$ cat src/rtl/apb_cmd_master.sv
// APB4 master engine: one valid/ready command in, one single APB transfer, one response out.
// Optional read-compare with a saturating error counter is enabled by defining APB_MST_CMP_EN.
module apb_cmd_master #(
  parameter int unsigned ADDR_W  = 12,
  parameter int unsigned DATA_W  = 32,
  parameter int unsigned TIMEOUT = 16
) (
  input  logic                  sys_clk,
  input  logic                  sys_rst_n,
  input  logic                  cmd_valid,
  output logic                  cmd_ready,
  input  logic                  cmd_write,
  input  logic [ADDR_W-1:0]     cmd_addr,
  input  logic [DATA_W-1:0]     cmd_wdata,
  input  logic [DATA_W/8-1:0]   cmd_strb,
  input  logic [DATA_W-1:0]     cmd_exp,
  input  logic [DATA_W-1:0]     cmd_mask,
  output logic                  rsp_valid,
  input  logic                  rsp_ready,
  output logic [DATA_W-1:0]     rsp_rdata,
  output logic                  rsp_slverr,
  output logic                  rsp_timeout,
  output logic                  rsp_mismatch,
  output logic [7:0]            err_cnt,
  output logic                  m_psel,
  output logic                  m_penable,
  output logic                  m_pwrite,
  output logic [ADDR_W-1:0]     m_paddr,
  output logic [DATA_W-1:0]     m_pwdata,
  output logic [DATA_W/8-1:0]   m_pstrb,
  input  logic [DATA_W-1:0]     m_prdata,
  input  logic                  m_pready,
  input  logic                  m_pslverr
);

  localparam int unsigned StrbW = DATA_W / 8;
  localparam int unsigned CntW  = (TIMEOUT == 0) ? 1 : $clog2(TIMEOUT + 1);

  typedef enum logic [1:0] {StIdle, StSetup, StAccess, StResp} state_e;

  state_e              state_q, state_d;
  logic                ready_en_q;
  logic                write_q;
  logic [ADDR_W-1:0]   addr_q;
  logic [DATA_W-1:0]   wdata_q;
  logic [StrbW-1:0]    strb_q;
  logic [CntW-1:0]     wait_q;
  logic [DATA_W-1:0]   rdata_q;
  logic                slverr_q;
  logic                timeout_q;
  logic                mismatch_q;
  logic [7:0]          err_cnt_q;
  logic                accept;
  logic                timed_out;
  logic                done;
  logic                cmp_hit;

  assign accept    = cmd_valid && cmd_ready;
  assign timed_out = (TIMEOUT != 0) && !m_pready && (wait_q == CntW'(TIMEOUT - 1));
  assign done      = (state_q == StAccess) && (m_pready || timed_out);

`ifdef APB_MST_CMP_EN
  logic [DATA_W-1:0] exp_q, mask_q;

  always_ff @(posedge sys_clk or negedge sys_rst_n) begin
    if (!sys_rst_n) begin
      exp_q  <= '0;
      mask_q <= '0;
    end else if (accept) begin
      exp_q  <= cmd_exp;
      mask_q <= cmd_mask;
    end
  end

  assign cmp_hit = m_pready && !write_q && !m_pslverr && (|((m_prdata ^ exp_q) & mask_q));
`else
  logic unused_cmp;
  assign unused_cmp = ^{cmd_exp, cmd_mask};
  assign cmp_hit    = 1'b0;
`endif

  // State register; ready_en_q keeps cmd_ready low until the first edge after reset release.
  always_ff @(posedge sys_clk or negedge sys_rst_n) begin
    if (!sys_rst_n) begin
      state_q    <= StIdle;
      ready_en_q <= 1'b0;
    end else begin
      state_q    <= state_d;
      ready_en_q <= 1'b1;
    end
  end

  always_comb begin
    state_d = state_q;
    unique case (state_q)
      StIdle:   if (accept) state_d = StSetup;
      StSetup:  state_d = StAccess;
      StAccess: if (m_pready || timed_out) state_d = StResp;
      StResp:   if (rsp_ready) state_d = StIdle;
      default:  state_d = StIdle;
    endcase
  end

  always_comb begin
    cmd_ready = (state_q == StIdle) && ready_en_q;
    m_psel    = (state_q == StSetup) || (state_q == StAccess);
    m_penable = (state_q == StAccess);
    m_pwrite  = m_psel && write_q;
    m_paddr   = m_psel ? addr_q : '0;
    m_pwdata  = m_psel ? wdata_q : '0;
    m_pstrb   = (m_psel && write_q) ? strb_q : '0;
    rsp_valid = (state_q == StResp);
  end

  always_ff @(posedge sys_clk or negedge sys_rst_n) begin
    if (!sys_rst_n) begin
      write_q <= 1'b0;
      addr_q  <= '0;
      wdata_q <= '0;
      strb_q  <= '0;
      wait_q  <= '0;
    end else if (accept) begin
      write_q <= cmd_write;
      addr_q  <= cmd_addr;
      wdata_q <= cmd_wdata;
      strb_q  <= cmd_strb;
      wait_q  <= '0;
    end else if (state_q == StAccess && !done && wait_q != {CntW{1'b1}}) begin
      wait_q  <= wait_q + 1'b1;
    end
  end

  // Response fields only move on RESP entry and stay put while the consumer stalls.
  always_ff @(posedge sys_clk or negedge sys_rst_n) begin
    if (!sys_rst_n) begin
      rdata_q    <= '0;
      slverr_q   <= 1'b0;
      timeout_q  <= 1'b0;
      mismatch_q <= 1'b0;
      err_cnt_q  <= '0;
    end else if (done) begin
      rdata_q    <= (m_pready && !write_q) ? m_prdata : '0;
      slverr_q   <= m_pready ? m_pslverr : 1'b1;
      timeout_q  <= !m_pready;
      mismatch_q <= cmp_hit;
      if (cmp_hit && err_cnt_q != 8'hFF) err_cnt_q <= err_cnt_q + 8'd1;
    end
  end

  assign rsp_rdata    = rdata_q;
  assign rsp_slverr   = slverr_q;
  assign rsp_timeout  = timeout_q;
  assign rsp_mismatch = mismatch_q;
  assign err_cnt      = err_cnt_q;

endmodule

$ cat config.mk
export PLATFORM = sky130hd
export DESIGN_NAME = apb_cmd_master
export DESIGN_NICKNAME = d
export VERILOG_FILES = /design/src/rtl/apb_cmd_master.sv
export SDC_FILE = /design/constraint.sdc
export NUM_CORES = 1
export LEC_CHECK = 0
export CORE_MARGIN = 2
export CORE_UTILIZATION = 35
export DETAILED_ROUTE_END_ITERATION = 16
export PLACE_DENSITY = 0.75
export SLEW_MARGIN = 5
export SYNTH_ARGS = -nofsm -noshare
export SYNTH_HDL_FRONTEND = slang
export SYNTH_SLANG_ARGS = --single-unit
$ cat constraint.sdc
create_clock -name sys_clk -period 2.46 [get_ports sys_clk]
set_input_delay 0.492 -clock sys_clk [delete_from_list [all_inputs] [get_ports sys_clk]]
set_output_delay 0.492 -clock sys_clk [all_outputs]
set_load 0.01 [all_outputs]
# [Word level (Yosys, flattened, before mapping)]
# Cells that the tools add are included.
[op_classes] add_sub_neg=1 n_mul=0 n_div=0 magnitude_cmp=0 eq_ne=8 shifts=0 mux=11 n_bitwise=0 reduce_logical=16
[op_table] operator="32-bit two-way mux" n=2
[op_table] operator="12-bit two-way mux" n=1
[op_table] operator="5-bit two-way mux" n=2
[op_table] operator="1-bit logical AND" n=8
[op_table] operator="2-bit one-hot mux with 4 select lines" n=1
[op_table] operator="2-bit two-way mux" n=3
[op_table] operator="5-bit by 1-bit adder with 5-bit output (second input constant)" n=1
[op_table] operator="5-bit by 4-bit equality test with 1-bit output (second input constant)" n=1
[op_table] operator="5-bit inequality test (second input constant)" n=1
[op_table] operator="2-bit equality test (second input constant)" n=2
[op_table] operator="4-bit two-way mux" n=1
[op_table] operator="2-bit by 1-bit inequality test with 1-bit output (second input constant)" n=2
[op_table] operator="1-bit zero test" n=3
[op_table] operator="3-bit AND reduction" n=1
[op_table] operator="2-bit by 1-bit equality test with 1-bit output (second input constant)" n=1
[op_table] operator="2-bit zero test" n=1
[op_table] operator="1-bit logical OR" n=2
[op_table] operator="2-bit inequality test (second input constant)" n=1
[op_table] operator="2-bit nonzero test" n=1
[op_table] operator="1-bit two-way mux" n=1
[totals] regBits=91 latchBits=0 ramBits=0 mem_bits_ro=0 out_inout_bits=96 memories=0

# [Longest topological paths before layout]
# Gate-level depths: netlist (run 1).
[depth] ltp_word=9 mapped_depth=8

# [Least setup slack after synthesis (run 1)]
# Ideal clock, no wire load.
[synth_path] path_type="reg2reg" startpoint="register wait_q[0]" endpoint="register wait_q[3]" t_arrival_ns=1.972 t_required_ns=2.382 path_slack_ns=0.410 stages_incl_launch_ff=7 path_buffers=0 period_less_slack_ns=2.050 path_cell_list="dfrtp_1 -> ha_1 -> and3_1 -> ha_1 -> or4b_4 -> or3_1 -> a21oi_1"
[synth_via] elab_chain_len=8 elab_cells_between_ends=12 cone_classes="1 x add/sub; 2 x eq/ne; 2 x mux; 7 x reduce/logical"
[synth_lines] element="start, declared" line_no="47" source="logic [CntW-1:0] wait_q;"
[synth_lines] element="start signal, assigned" line_no="129" source="wait_q <= wait_q + 1'b1;"
[synth_lines] element="branches (longest 8 deep; another with 5-bit by 1-bit adder with 5-bit output)"
# Several ways; the timed one is not identified. The select of a mux whose other input is x is not followed.
# A chain may end at the register's enable or synchronous reset.

# [Final worst setup path (run 1)]
[layout_path] startpoint="register state_q[0]" endpoint="output m_psel"
[layout_via] elab_chain_len=2 elab_cells_between_ends=3 cone_classes="2 x eq/ne; 1 x reduce/logical"
[layout_lines] element="start, declared" line_no="41" source="state_e state_q, state_d;"
[layout_lines] element="start signal, assigned" line_no="85" source="state_q <= StIdle;"
[layout_lines] element="start signal, assigned" line_no="88" source="state_q <= state_d;"
[layout_lines] element="2-bit by 1-bit equality test with 1-bit output / 2-bit equality test (equally long branches)" line_no="106" source="m_psel = (state_q == StSetup) || (state_q == StAccess);"
[layout_lines] element="1-bit logical OR *" line_no="106"
[layout_lines] element="end, declared" line_no="25" source="output logic m_psel,"
# Mark *: on every way between the ends. The rest lies on a longest branch, timed or not.

==> results of run 1 <==
## repair_timing
item                       CTS  global route
resized for setup           51             0
setup endpoints to repair   49             0
setup buffers                1             0
hold endpoints to repair     0             0
## worst paths after layout
check | start | endpoint | slack [ns] | depth (start not counted)
max | state_q[0]$_DFFE_PN0P_ | m_psel | 0.11 | 4
min | sys_rst_n | rsp_rdata[5]$_DFFE_PN0P_ | 0.12 | 1
max reg2reg | wait_q[0]$_DFFE_PN0P_ | wait_q[3]$_DFFE_PN0P_ | 0.22 | 6
min reg2reg | wdata_q[16]$_DFFE_PN0P_ | wdata_q[16]$_DFFE_PN0P_ | 0.46 | 2
max in group asynchronous | sys_rst_n | rsp_rdata[3]$_DFFE_PN0P_ | 1.70 | 2
min in group sys_clk | wdata_q[16]$_DFFE_PN0P_ | wdata_q[16]$_DFFE_PN0P_ | 0.46 | 2
## state kept, by name, indices dropped and copies added (netlist names), 2 cells and up
name and flops:
rsp_rdata 32, addr_q 12, state_q 2, strb_q 4, wdata_q 32, wait_q 5
## logic make-up after synthesis
group | after synthesis | share of synthesized area, %
flip-flops | 91 | 56.63
adder cells (fa/ha/maj) | 7 | 2.178
multiplexers | 1 | 0.2800
XOR/XNOR | 1 | 0.2178
AO/OA/AOI/OAI | 44 | 5.725
buffers and inverters | 40 | 4.574
other | 2 | 0.1868
AND/OR/NAND/NOR | 281 | 30.21
## worst register-to-register path, stage by stage, from the launching register on
cell	delay (ns)
dfrtp_1	0.41
ha_1	0.22
and3_1	0.16
ha_1	0.25
or4b_4	0.59
or3_1	0.37
a21oi_1	0.16
## area by class of cell
class / instances / area (sq um)
fill: 1062 / 5080
clock buffer: 12 / 266.5
timing repair buffer: 184 / 1833
multi-input combinational: 344 / 1623
tap: 143 / 178.9
sequential: 91 / 2277
inverter: 4 / 15.01
clock inverter: 4 / 47.55
## power groups by stage
| stage | combinational, mW | clock (mW) | sequential [mW] |
|---|---|---|---|
| after global routing | 3.78 | 1.53 | 2.51 |
| final | 3.41 | 1.42 | 2.43 |
| after CTS | 3.49 | 1.46 | 2.44 |
| after detailed placement | 3.58 | 0 | 2.46 |
| after global placement | 3.52 | 0 | 2.43 |
| after floorplan | 1.59 | 0 | 2.46 |
## routing by layer
metal / up-vias / GRT usage [%] / routed length, um / share of wire [%]
met5: - / 0 / 0 / 0
met4: 0 / 5.679 / 145 / 1.4
met3: 10 / 4.975 / 777 / 7.4
met2: 138 / 27.68 / 4799 / 46
met1: 1622 / 22.89 / 4786 / 46
li1: 1764 / - / - / -
## per-stage QoR
stage	util, %	setup slack, ns	power, mW
floorplan	-	0.4097	4.047
global placement	52.48	0.2619	5.947
detailed placement	52.48	0.2328	6.043
CTS	55.13	0.08765	7.386
global route	55.13	0.02668	7.813
finish	55.13	0.1091	7.261
## layout by cell type, fill, tap and decap left out
cell type and count:
nor2_1 4, dfrtp_1 91, clkinv_2 2, bufinv_16 1, inv_1 4, o21ai_0 36
and2_1 46, and3_1 5, nand3_2 1, a221oi_1 1, a2bb2oi_1 1, xnor2_1 1
conb_1 10, or4b_4 1, o21ai_4 1, buf_12 5, nor2b_1 2, buf_4 6
nor4b_1 1, clkinvlp_4 1, dlygate4sd2_1 49, ha_4 1, buf_16 1, nor2b_2 1
ha_1 6, clkdlybuf4s50_1 123, or3_1 2, nand3_1 1, nand2_1 216, and3_2 1
clkbuf_8 3, clkbuf_16 9, a21oi_1 4, mux2_2 1, a211oi_1 1
## synth_stat cells
cell type,number,share of area [%]
mux2_2,1,0.28
a211oi_1,1,0.19
or3_1,2,0.31
and2_1,46,7.2
inv_1,4,0.37
buf_4,9,1.7
o21ai_1,1,0.12
dfrtp_1,91,57
nor2b_1,3,0.47
nand3_1,2,0.25
ha_1,7,2.2
clkbuf_1,27,2.5
nor2_1,4,0.37
nor4b_1,1,0.22
xnor2_1,1,0.22
a221oi_1,1,0.22
a21oi_1,4,0.50
conb_1,2,0.19
o21ai_0,36,4.5
a2bb2oi_1,1,0.22
or4b_4,1,0.34
and3_1,6,0.93
nand2_1,216,20
==> impl_metrics.xml, run 1 <==
<?xml version="1.0" encoding="UTF-8"?>
<metrics>
  <group name="sta">
    <metric name="worst_slack_on_hold_paths" unit="ns">0.1240</metric>
    <metric name="skew" unit="ns">0.006331</metric>
    <metric name="hold_viol" unit="">0</metric>
    <metric name="grt_setup_unrepaired" unit="">no</metric>
    <metric name="finalSetupTns" unit="ns">0</metric>
    <metric name="worstMarginPinSlew" unit="ns">0.5346</metric>
    <metric name="final_cycle_share" unit="%">95.56</metric>
    <metric name="max_clock_freq" unit="MHz">425.4</metric>
    <metric name="final.min_clock_period" unit="ns">2.351</metric>
    <metric name="max-slew-margin-rel" unit="%">64.36</metric>
    <metric name="slew_viol_final" unit="">0</metric>
    <metric name="report.final.setup_viol" unit="">0</metric>
  </group>
  <group name="placed_design">
    <metric name="place_area" unit="sq um">5941</metric>
    <metric name="dp.cells" unit="">764</metric>
    <metric name="gp_routability_congestion" unit="">0.7779</metric>
    <metric name="dp.final_hpwl" unit="um">7278</metric>
    <metric name="numPortBuffers" unit="">173</metric>
  </group>
  <group name="status">
    <metric name="outcome" unit="">finished clean</metric>
  </group>
  <group name="global_routing">
    <metric name="antenna_found_initial" unit="">0</metric>
    <metric name="globalRoute.totalOverflow" unit="">0</metric>
    <metric name="grt.total_usage" unit="%">17.37</metric>
    <metric name="grt_pass1_wl" unit="um">17280</metric>
    <metric name="first_global_vias" unit="">3508</metric>
    <metric name="grt_max_degree" unit="">66</metric>
  </group>
  <group name="worst_setup_path">
    <metric name="cp_endpoint_kind" unit="">output port</metric>
    <metric name="largest_incremental_delay_on_the_critical_path" unit="ns">0.55</metric>
    <metric name="path_max_fanout" unit="">25</metric>
    <metric name="crit_type" unit="">register to output port</metric>
    <metric name="critical_path.startpoint_type" unit="">register</metric>
    <metric name="cp_cell_sequence" unit="">inv_1, ha_4, buf_16, clkdlybuf4s50_1</metric>
    <metric name="critical-path-slowest-cell" unit="">clkdlybuf4s50_1</metric>
    <metric name="crit_required" unit="ns">1.97</metric>
    <metric name="crit_buf_inv" unit="">3</metric>
    <metric name="critical_path.top_delay_family" unit="">buffers and inverters</metric>
    <metric name="crit_arrival" unit="ns">1.86</metric>
  </group>
  <group name="power">
    <metric name="power.combinational.fraction" unit="%">47.0</metric>
    <metric name="internal_power_of_the_cells" unit="mW">4.706</metric>
    <metric name="power.share.switching" unit="%">35.19</metric>
    <metric name="power_per_cell_area" unit="nW/um^2">1163</metric>
    <metric name="power_frac_clock" unit="%">19.5</metric>
    <metric name="power_switching" unit="mW">2.555</metric>
    <metric name="leakage" unit="nW">3.112</metric>
    <metric name="sequentialPowerShare" unit="%">33.4</metric>
    <metric name="irDropWorstVdd" unit="mV">0.5514</metric>
  </group>
  <group name="detailed_routing">
    <metric name="vias" unit="">3534</metric>
    <metric name="drt_iter0_drc" unit="">196</metric>
    <metric name="dr.pass1.iters" unit="">4</metric>
    <metric name="detail_route.drc_violations" unit="">0</metric>
    <metric name="via_per_inst" unit="">4.519</metric>
    <metric name="wirelength" unit="um">10510</metric>
    <metric name="ant_nets" unit="">0</metric>
    <metric name="post_drt_wl_per_cell" unit="um">13.44</metric>
  </group>
  <group name="floorplan">
    <metric name="fp-row-count" unit="">39</metric>
    <metric name="area_of_the_die" unit="sq um">12360</metric>
    <metric name="floorplan.initialDensity" unit="%">35.52</metric>
    <metric name="die_height" unit="um">111.2</metric>
    <metric name="pin_count" unit="">247</metric>
    <metric name="core-area" unit="sq um">11320</metric>
    <metric name="floorplan.die.width" unit="um">111.2</metric>
  </group>
  <group name="clock_network">
    <metric name="number_of_buffers_created_by_cts" unit="">9</metric>
    <metric name="ctsHtreeMaxLevel" unit="">3</metric>
    <metric name="clock_sinks" unit="">91</metric>
    <metric name="clk_pin_slew_worst_setup_hold_paths" unit="ns">0.07</metric>
    <metric name="clock_tree.root_cell" unit="">clkbuf_16</metric>
    <metric name="cts.path.max_buffers" unit="">2</metric>
    <metric name="cts_tree" unit="">yes</metric>
    <metric name="ctsHoldBuffers" unit="">0</metric>
    <metric name="insertion_delay" unit="ns">0.34</metric>
  </group>
  <group name="flow_run">
    <metric name="timing.max_cap.violations" unit="">0</metric>
  </group>
  <group name="synthesis">
    <metric name="post_synth_inst_count" unit="">467</metric>
    <metric name="avgSynthCellArea" unit="sq um">8.611</metric>
    <metric name="ys.warnings.count" unit="">0</metric>
    <metric name="post_synth_num_cell_types" unit="">23</metric>
    <metric name="synth_sequential_area_ratio" unit="%">56.63</metric>
    <metric name="synth-seq-cells" unit="">91</metric>
    <metric name="syn-cell-area" unit="sq um">4021</metric>
  </group>
  <group name="final_layout">
    <metric name="fin_area" unit="sq um">6241</metric>
    <metric name="areaGrowthSynthToFinish" unit="%">55.20</metric>
    <metric name="fin_nets" unit="">792</metric>
    <metric name="finalNonFillerCells" unit="">782</metric>
    <metric name="num_antenna_cells" unit="">0</metric>
    <metric name="layout_cells_sized_above_1" unit="%">5.477</metric>
  </group>
  <group name="worst_hold_path">
    <metric name="worst_hold_path_type" unit="">input port to asynchronous set/reset pin</metric>
  </group>
</metrics>
Power figures use the tool's default switching activity.
==> inputs of run 2 (changes only) <==
- CAP_MARGIN: unset -> 20
==> results of run 2 <==
Same layout as run 1: the final DEF is identical, and so are final timing and power.
==> inputs of run 3 (changes only) <==
- SKIP_CTS_REPAIR_TIMING: unset -> 1
==> run 3 against run 2 <==
Against the previous run: hold slack better by 0.0022 ns; cell area up 3.7%; combinational power up 13%; non-clock buffer count up 3; critical path type unchanged; critical endpoint is now m_pstrb[2]; largest cell class unchanged; largest power group unchanged; highest routed layer unchanged.
==> impl_metrics.xml, run 3 (synthesized netlist as in run 1, its figures left out) <==
<?xml version="1.0" encoding="UTF-8"?>
<metrics>
  <group name="clock_network">
    <metric name="clock_tree.root_cell" unit="">clkbuf_16</metric>
    <metric name="clk_pin_slew_worst_setup_hold_paths" unit="ns">0.07</metric>
    <metric name="clock_sinks" unit="">91</metric>
    <metric name="ctsHtreeMaxLevel" unit="">3</metric>
    <metric name="cts_tree" unit="">yes</metric>
    <metric name="cts.path.max_buffers" unit="">2</metric>
    <metric name="insertion_delay" unit="ns">0.34</metric>
    <metric name="number_of_buffers_created_by_cts" unit="">9</metric>
  </group>
  <group name="placed_design">
    <metric name="dp.cells" unit="">764</metric>
    <metric name="numPortBuffers" unit="">173</metric>
    <metric name="placement.setup.worst_slack" unit="ns">0.2328</metric>
    <metric name="dp.final_hpwl" unit="um">7278</metric>
    <metric name="gp_routability_congestion" unit="">0.7779</metric>
  </group>
  <group name="sta">
    <metric name="slew_viol_final" unit="">0</metric>
    <metric name="finalSetupTns" unit="ns">0</metric>
    <metric name="report.final.setup_viol" unit="">0</metric>
    <metric name="skew" unit="ns">0.006130</metric>
    <metric name="max_clock_freq" unit="MHz">413.9</metric>
    <metric name="postLayoutSetupSlackWorst" unit="ns">0.04415</metric>
    <metric name="final.min_clock_period" unit="ns">2.416</metric>
    <metric name="hold_viol" unit="">0</metric>
    <metric name="final_cycle_share" unit="%">98.21</metric>
    <metric name="worstMarginPinSlew" unit="ns">0.5403</metric>
    <metric name="worst_slack_on_hold_paths" unit="ns">0.1262</metric>
    <metric name="max-slew-margin-rel" unit="%">63.98</metric>
  </group>
  <group name="global_routing">
    <metric name="grt_max_degree" unit="">66</metric>
    <metric name="first_global_vias" unit="">3468</metric>
    <metric name="antenna_found_initial" unit="">0</metric>
    <metric name="globalRoute.totalOverflow" unit="">0</metric>
    <metric name="grt_pass1_wl" unit="um">16770</metric>
    <metric name="grt.total_usage" unit="%">16.73</metric>
  </group>
  <group name="final_layout">
    <metric name="ff_latch_area" unit="sq um">2277</metric>
    <metric name="areaGrowthSynthToFinish" unit="%">61.01</metric>
    <metric name="n_fill_cell" unit="">1027</metric>
    <metric name="layout_commonest_cell" unit="">nand2_1</metric>
    <metric name="multiInputGateArea" unit="sq um">1623</metric>
    <metric name="layout_common_cells" unit="">nand2_1 (216), clkdlybuf4s50_1 (123), dfrtp_1 (91)</metric>
    <metric name="fin_nets" unit="">795</metric>
    <metric name="finish.utilization" unit="%">57.19</metric>
    <metric name="finalNonFillerCells" unit="">785</metric>
    <metric name="num_antenna_cells" unit="">0</metric>
    <metric name="layout_cells_sized_above_1" unit="%">6.075</metric>
  </group>
  <group name="worst_hold_path">
    <metric name="worst_hold_path_type" unit="">input port to asynchronous set/reset pin</metric>
  </group>
  <group name="floorplan">
    <metric name="fp-row-count" unit="">39</metric>
    <metric name="floorplan.die.width" unit="um">111.2</metric>
    <metric name="die_height" unit="um">111.2</metric>
    <metric name="floorplan.initialDensity" unit="%">35.52</metric>
    <metric name="pin_count" unit="">247</metric>
    <metric name="core-area" unit="sq um">11320</metric>
    <metric name="area_of_the_die" unit="sq um">12360</metric>
  </group>
  <group name="worst_setup_path">
    <metric name="critical_path.startpoint_type" unit="">register</metric>
    <metric name="path_max_fanout" unit="">13</metric>
    <metric name="cp_endpoint_kind" unit="">output port</metric>
    <metric name="crit_type" unit="">register to output port</metric>
    <metric name="crit_required" unit="ns">1.97</metric>
    <metric name="crit_arrival" unit="ns">1.92</metric>
  </group>
  <group name="status">
    <metric name="outcome" unit="">finished clean</metric>
  </group>
  <group name="power">
    <metric name="power_per_cell_area" unit="nW/um^2">1193</metric>
    <metric name="irDropWorstVdd" unit="mV">0.6464</metric>
    <metric name="leakage" unit="nW">3.722</metric>
  </group>
  <group name="detailed_routing">
    <metric name="wirelength" unit="um">11150</metric>
    <metric name="detail_route.drc_violations" unit="">0</metric>
    <metric name="dr.pass1.iters" unit="">4</metric>
    <metric name="ant_nets" unit="">0</metric>
    <metric name="via_per_inst" unit="">4.591</metric>
    <metric name="post_drt_wl_per_cell" unit="um">14.20</metric>
    <metric name="vias" unit="">3604</metric>
    <metric name="drt_iter0_drc" unit="">210</metric>
  </group>
  <group name="flow_run">
    <metric name="timing.max_cap.violations" unit="">0</metric>
  </group>
</metrics>
[run 3: cell types whose count changed in the layout (fill, tap and decap cells not counted)]
| cell | delta |
|---|---|
| dlymetal6s2s_1 | +49 |
| buf_12 | +1 |
| dlygate4sd2_1 | -49 |
| buf_4 | +1 |
| inv_1 | -1 |
| inv_2 | +1 |
| buf_16 | -1 |
| clkbuf_16 | +2 |
[run 3: layout make-up]
cell class | instances | share of cell area (%)
flip-flops and latches | 91 | 35.17
repair buffers | 187 | 31.92
multi-input cells | 344 | 25.06
clock buffers | 12 | 4.116
well taps | 143 | 2.763
clock inverters | 4 | 0.7343
inverters | 4 | 0.2319
[run 3: critical path, cell delays in order (launching register included)]
cell	delay, ns
dfrtp_1	0.41
inv_1	0.14
ha_4	0.24
buf_4	0.15
buf_4	0.13
clkbuf_16	0.17
and3_1	0.18
dlymetal6s2s_1	0.18
[run 3: power breakdown]
group	leakage [nW]	internal (mW)	switching [mW]
Clock	0.155	0.867	0.557
Combinational	2.41	2.08	1.78
Sequential	1.16	2.10	0.334
Total	3.72	5.05	2.67
[run 3: layer usage]
layer | GRT usage (%) | share of wire (%) | vias up
li1 | - | - | 1773
met1 | 21.80 | 45 | 1684
met4 | 5.679 | 1.3 | 0
met2 | 26.54 | 47 | 138
met5 | 0 | 0 | -
met3 | 5.194 | 7.1 | 9
[run 3: path summary, 6_finish.rpt]
kind	start	to	slack (ns)	cells after the start
hold reg to reg	wdata_q[16]$_DFFE_PN0P_	wdata_q[16]$_DFFE_PN0P_	0.46	2
setup / recovery	state_q[1]$_DFFE_PN0P_	m_pstrb[2]	0.04	7
setup reg to reg	wait_q[0]$_DFFE_PN0P_	wait_q[3]$_DFFE_PN0P_	0.22	6
min in group sys_clk	wdata_q[16]$_DFFE_PN0P_	wdata_q[16]$_DFFE_PN0P_	0.46	2
hold / removal	sys_rst_n	rsp_rdata[5]$_DFFE_PN0P_	0.13	1
max in group asynchronous	sys_rst_n	rsp_rdata[3]$_DFFE_PN0P_	1.70	2
[run 3: per-stage QoR]
stage	power (mW)	instance area (sq um)
after floorplan	4.047	4051
after global placement	5.947	5941
after detailed placement	6.043	5941
after CTS	7.505	6255
after global routing	8.256	6475
final	7.723	6475
